File: config.mk
export PLATFORM = sky130hd
export DESIGN_NAME = inst_sequencer
export DESIGN_NICKNAME = d
export VERILOG_FILES = /design/src/rtl/isa_pkg.sv /design/src/rtl/pc_next_calc.sv /design/src/rtl/inst_sequencer.sv
export SDC_FILE = /design/constraint.sdc
export NUM_CORES = 1
export LEC_CHECK = 0
export ABC_AREA = 1
export ABC_CLOCK_PERIOD_IN_PS = 9000
export CAP_MARGIN = 5
export CORE_MARGIN = 4
export CORE_UTILIZATION = 28
export CTS_BUF_LIST = sky130_fd_sc_hd__clkbuf_8 sky130_fd_sc_hd__clkbuf_16
export DETAILED_ROUTE_END_ITERATION = 8
export PLACE_DENSITY = 0.46
export SKIP_LAST_GASP = 1
export SYNTH_ARGS = -nofsm -noshare
export SYNTH_HDL_FRONTEND = slang
export SYNTH_SLANG_ARGS = --single-unit
File: constraint.sdc
create_clock -name clk -period 9 [get_ports clk]
set_clock_uncertainty 0.2 [all_clocks]
set_input_delay 1.35 -clock clk [delete_from_list [all_inputs] [get_ports clk]]
set_output_delay 1.35 -clock clk [all_outputs]
set_load 0.02 [all_outputs]
File: src/rtl/isa_pkg.sv
// Shared ISA constants and sequencer state type for the soft processor core.
package isa_pkg;

  localparam logic [5:0] OP_R    = 6'h00;
  localparam logic [5:0] OP_J    = 6'h02;
  localparam logic [5:0] OP_BEQ  = 6'h04;
  localparam logic [5:0] OP_ADDI = 6'h08;
  localparam logic [5:0] OP_LW   = 6'h23;
  localparam logic [5:0] OP_SW   = 6'h2B;
  localparam logic [5:0] OP_HALT = 6'h3F;

  typedef enum logic [2:0] {
    S_FETCH,
    S_DECODE,
    S_EXEC,
    S_MEM,
    S_WB,
    S_HALT
  } state_t;

endpackage

File: src/rtl/pc_next_calc.sv
// Candidate next-pc values: sequential, taken branch and jump target.
module pc_next_calc #(
  parameter int unsigned ADDR_W  = 32,
  parameter int unsigned PC_STEP = 4
) (
  input  logic [ADDR_W-1:0] pc,
  input  logic [15:0]       imm16,
  input  logic [25:0]       target26,
  output logic [ADDR_W-1:0] pc_seq,
  output logic [ADDR_W-1:0] pc_br,
  output logic [ADDR_W-1:0] pc_jmp
);

  logic [ADDR_W-1:0] br_off;

  // Word offset sign-extended to pc width; all sums wrap modulo 2^ADDR_W.
  always_comb begin
    br_off = {{(ADDR_W-18){imm16[15]}}, imm16, 2'b00};
    pc_seq = pc + ADDR_W'(PC_STEP);
    pc_br  = pc_seq + br_off;
    pc_jmp = {pc[ADDR_W-1:28], target26, 2'b00};
  end

endmodule

File: src/rtl/inst_sequencer.sv
// Multicycle control sequencer: fetch into ir, then EXEC/MEM/WB with
// datapath strobes; sole owner of pc, ir and the retired-instruction count.
module inst_sequencer
  import isa_pkg::*;
#(
  parameter int unsigned       ADDR_W   = 32,
  parameter logic [ADDR_W-1:0] RESET_PC = '0,
  parameter int unsigned       PC_STEP  = 4
) (
  input  logic              clk,
  input  logic              rst,
  output logic              imem_req,
  output logic [ADDR_W-1:0] imem_addr,
  input  logic [31:0]       imem_rdata,
  input  logic              imem_ack,
  input  logic              dmem_ack,
  input  logic              branch_taken,
  output logic [31:0]       ir,
  output logic              ir_valid,
  output logic              alu_en,
  output logic              dmem_req,
  output logic              dmem_we,
  output logic              reg_we,
  output logic              halted,
  output logic [31:0]       retire_cnt
);

  state_t            state, ns;
  logic [ADDR_W-1:0] pc, pc_d;
  logic [ADDR_W-1:0] pc_seq, pc_br, pc_jmp;
  logic [5:0]        opcode;
  logic              ir_load, retire;

  assign opcode    = ir[31:26];
  assign imem_addr = pc;

  pc_next_calc #(
    .ADDR_W  (ADDR_W),
    .PC_STEP (PC_STEP)
  ) u_pc_next (
    .pc       (pc),
    .imm16    (ir[15:0]),
    .target26 (ir[25:0]),
    .pc_seq   (pc_seq),
    .pc_br    (pc_br),
    .pc_jmp   (pc_jmp)
  );

  // Next state, pc update and retire decision for the current cycle.
  // imem_ack is only honoured while imem_req is actually driven, so an ack
  // left over from before reset cannot complete a fetch in the idle cycle.
  always_comb begin
    ns      = state;
    pc_d    = pc;
    ir_load = 1'b0;
    retire  = 1'b0;
    case (state)
      S_FETCH: begin
        if (imem_req && imem_ack) begin
          ir_load = 1'b1;
          ns      = S_DECODE;
        end
      end
      S_DECODE: begin
        if (opcode == OP_HALT) begin
          ns = S_HALT;
        end else if (opcode == OP_J) begin
          pc_d   = pc_jmp;
          retire = 1'b1;
          ns     = S_FETCH;
        end else begin
          ns = S_EXEC;
        end
      end
      S_EXEC: begin
        case (opcode)
          OP_BEQ: begin
            pc_d   = branch_taken ? pc_br : pc_seq;
            retire = 1'b1;
            ns     = S_FETCH;
          end
          OP_LW, OP_SW: ns = S_MEM;
          OP_R, OP_ADDI: ns = S_WB;
          default: begin
            pc_d   = pc_seq;
            retire = 1'b1;
            ns     = S_FETCH;
          end
        endcase
      end
      S_MEM: begin
        if (dmem_ack) begin
          if (opcode == OP_SW) begin
            pc_d   = pc_seq;
            retire = 1'b1;
            ns     = S_FETCH;
          end else begin
            ns = S_WB;
          end
        end
      end
      S_WB: begin
        pc_d   = pc_seq;
        retire = 1'b1;
        ns     = S_FETCH;
      end
      default: ns = S_HALT;
    endcase
  end

  // State, architectural registers and outputs registered from the next state.
  always_ff @(posedge clk or posedge rst) begin
    if (rst) begin
      state      <= S_FETCH;
      pc         <= RESET_PC;
      ir         <= '0;
      retire_cnt <= '0;
      imem_req   <= 1'b0;
      ir_valid   <= 1'b0;
      alu_en     <= 1'b0;
      dmem_req   <= 1'b0;
      dmem_we    <= 1'b0;
      reg_we     <= 1'b0;
      halted     <= 1'b0;
    end else begin
      state <= ns;
      pc    <= pc_d;
      if (ir_load) ir <= imem_rdata;
      if (retire) retire_cnt <= retire_cnt + 32'd1;
      imem_req <= (ns == S_FETCH);
      ir_valid <= (ns == S_DECODE) || (ns == S_EXEC) || (ns == S_MEM) || (ns == S_WB);
      alu_en   <= (ns == S_EXEC);
      dmem_req <= (ns == S_MEM);
      dmem_we  <= (ns == S_MEM) && (opcode == OP_SW);
      reg_we   <= (ns == S_WB);
      halted   <= (ns == S_HALT);
    end
  end

endmodule

==> run summary <==
pwr/cell area: 88.9 nW/µm²
fillers: 3,244
Worst Setup End Kind: flip-flop
Post-Route WL: 31,700 µm
status: finished, final reports clean
setup TNS: 0 ns
via count of the routed design: 8,565
placement row count: 63
Yosys cell types: 47
post_cts resized: 0
CTS Hold Bufs: 0
TritonRoute pass-1 iters: 5
xor and xnor area share after synthesis: 0.0630
die area: 33,100 µm²
Yosys reg bits: 104
RSZ-0062 raised after global routing: no
CP most frequent cell: nand2_1
H-tree depth: 3
share of layout cells above drive strength 1: 0.0595
critical path's top delay family: simple AND/OR/NAND/NOR gates
post-synthesis sequential area ratio: 0.308
routability congestion estimate: 0.950
hpwl dp: 24,900 µm
cell taking the most area after synthesis: dfrtp_1
Starting Density: 0.285
Leak Pwr: 5.03 nW
period utilization: 0.486
Yosys warnings: 0
Worst-Skew Late Latency: 0.37 ns
io pins: 140
endpoints failing setup: 0
Post-Syn Instances: 1,264
startpoint types: flip-flop
Clock Pin Slew Worst Setup and Hold Paths: 0.09 ns
Post-synth ARST share: 1.00
overall die height: 182 µm
area share of the largest cell type after synthesis: 0.308
commonest cells in the netlist: nand2_1, inv_1, nor2_1, dfrtp_1, a21oi_1
global-route wire length before repair: 49,300 µm
Crit Path Class: flip-flop to flip-flop
GRT overflow: 0
DRC viols: 0
Simple-Gate Fraction of Synth Area: 0.337
VDD IR max: 0.0000758 V
Inserted Diodes: 0
crit path cell chain: ha_1 > nand3_1 > nor2_1 > nand2_1 > nor2_1 > xor2_1 > inv_1 > ha_1 > nand2_1 > inv_1 > nand2_1 > nor3_1 > nand4_1 > nand3_1 > nand2_1 > nand2_1 > nand2_1 > a21oi_1 > nor2_1
# port buffers: 137
ranking of synthesized cells by area: dfrtp_1, nand2_1, inv_1
count leader, synth: nand2_1
CTS Buffer Depth: 2
top_reg_cell synth: dfrtp_1
core area: 29,700 µm²
largest family of logic cells by synthesized area: simple AND/OR/NAND/NOR gates
Vias/cell: 4.80
Die X: 182 µm
root buf cell: clkbuf_16
slew margin rel.: 0.444
Hold Path Class: flip-flop to flip-flop
Synth Area per Inst: 6.69 µm²
CTS tree: yes
Final Slew Violations: 0
Num CTS Buffers: 9
GRT Total Usage: 0.189
number of global-route vias before repair: 8,496
Worst-Margin Slew: 0.831 ns
CP bufs+invs: 2
post-CTS setup repair buffer count: 0
Hold Vio Cnt, Final: 0
max_cap viols: 0
Initial DRC Count: 674
fmax: 229 MHz
CP max stage cell: dfrtp_1
Final Cell Area: 10,500 µm²
DP Area: 10,200 µm²
worst path arrival time: 4.43 ns
antenna violations before repair: 0
area fraction in compound gates after synthesis: 0.108
Reg area: 2600 µm²
worst-path fanout max: 10
number of synthesized flops with an enable pin: 0
slowest cell delay on critical path: 0.59 ns
synthesized area: 8460 µm²
Final min period: 4.37 ns
Layout area overhead: 24.4%
largest net degree at the start of global routing: 59
Adder-Cell Fraction of Synth Area: 0.0556
multi-input combinational cell area: 5020 µm²
Routed WL per cell: 17.7 µm
Net count, final: 1,465
clock sink count: 104
Routed Antenna Nets: 0
post-synthesis mux area share: 0.0293
Worst Path Required: 9.06 ns
-- metal layers --
layer	share of wire	GRT usage	wire length, µm	vias to the layer above
met3	0.059	0.0381	1860	32
met1	0.47	0.259	14800	3976
met5	0	0	0	-
met2	0.46	0.306	14400	259
li1	-	-	-	4298
met4	0.019	0.0447	589	0
-- sequential cells by signal, indices dropped and copies added, names as in the netlist --
| name | count |
|---|---|
| halted | 1 |
| reg_we | 1 |
| state | 3 |
| imem_req | 1 |
| imem_addr | 30 |
| alu_en | 1 |
| dmem_req | 1 |
| dmem_we | 1 |
| ir | 32 |
| retire_cnt | 32 |
| ir_valid | 1 |
-- worst register-to-register path: cells and delay by family, from the launching register on --
| family | cells | cell delay, ns |
|---|---|---|
| fa+ha+maj | 2 | 0.67 |
| xor+xnor | 1 | 0.23 |
| buf+inv | 2 | 0.22 |
| simple gates | 13 | 2.20 |
| compound gates | 1 | 0.15 |
| flops | 1 | 0.59 |
-- final timing paths --
kind	from	to	slack, ns	cells past startpoint
min in group asynchronous	rst	ir_valid$_DFF_PP0_	1.22	2
worst max-delay path	imem_addr[2]$_DFFE_PP0P_	imem_addr[20]$_DFFE_PP0P_	4.63	19
max in group asynchronous	rst	ir[12]$_DFFE_PP0P_	6.11	3
worst max register to register	imem_addr[2]$_DFFE_PP0P_	imem_addr[20]$_DFFE_PP0P_	4.63	19
worst min-delay path	retire_cnt[14]$_DFFE_PP0P_	retire_cnt[14]$_DFFE_PP0P_	0.34	1
worst min register to register	retire_cnt[14]$_DFFE_PP0P_	retire_cnt[14]$_DFFE_PP0P_	0.34	1
-- logic make-up (layout without fill, tap and decap cells) --
family,Yosys count,count (layout)
xor gates and xnor gates,60,60
muxes,22,22
buffers and inverters,209,340
and+or+nand+nor,661,661
other,1,2
AOI/OAI and AO/OA,170,170
adders and majority gates,37,37
DFF,104,104
-- report_power, final --
group	internal [mW]	switching, mW	total [mW]
registers	0.467	0	0.467
logic	0.0139	0.0128	0.0267
clock network	0.207	0.235	0.443
total	0.688	0.248	0.936
-- metrics by stage --
stage / hold slack, ns / setup WS, ns / power (mW) / utilization / std cells
final: 0.335 / 4.63 / 0.936 / 0.354 / 1786
after global routing: 0.354 / 4.39 / 0.974 / 0.354 / 1786
after CTS: 0.338 / 4.81 / 0.952 / 0.354 / 1786
after detailed placement: 0.322 / 4.86 / 0.504 / 0.344 / 1770
after global placement: 0.316 / 4.76 / 0.504 / 0.344 / 1770
after floorplan: 0.413 / 4.72 / 0.485 / - / 1265
-- layout make-up --
type	instances	share of cell area
well taps	390	0.0463
clock inverters	7	0.00915
repair buffers	143	0.135
flip-flops and latches	104	0.247
inverters	181	0.0650
multi-input cells	952	0.476
clock buffers	9	0.0214
-- placed cells by master, fill, tap and decap left out, types with 6 or more instances in the layout --
cell	synthesis	final
o21ai_0	37	37
clkbuf_16	0	9
buf_4	6	6
nor2_2	13	13
clkdlybuf4s50_1	0	137
nor2_1	145	145
nor4_1	9	9
o21ai_1	6	6
ha_1	36	36
nor3_1	22	22
a21oi_1	100	100
a31oi_1	6	6
mux2_2	22	22
nand3_1	68	68
nand2_1	357	357
nand4_1	22	22
xnor2_1	26	26
inv_1	176	175
xor2_1	33	33
dfrtp_1	104	104
Note: power is estimated with default switching activity, not from simulation.
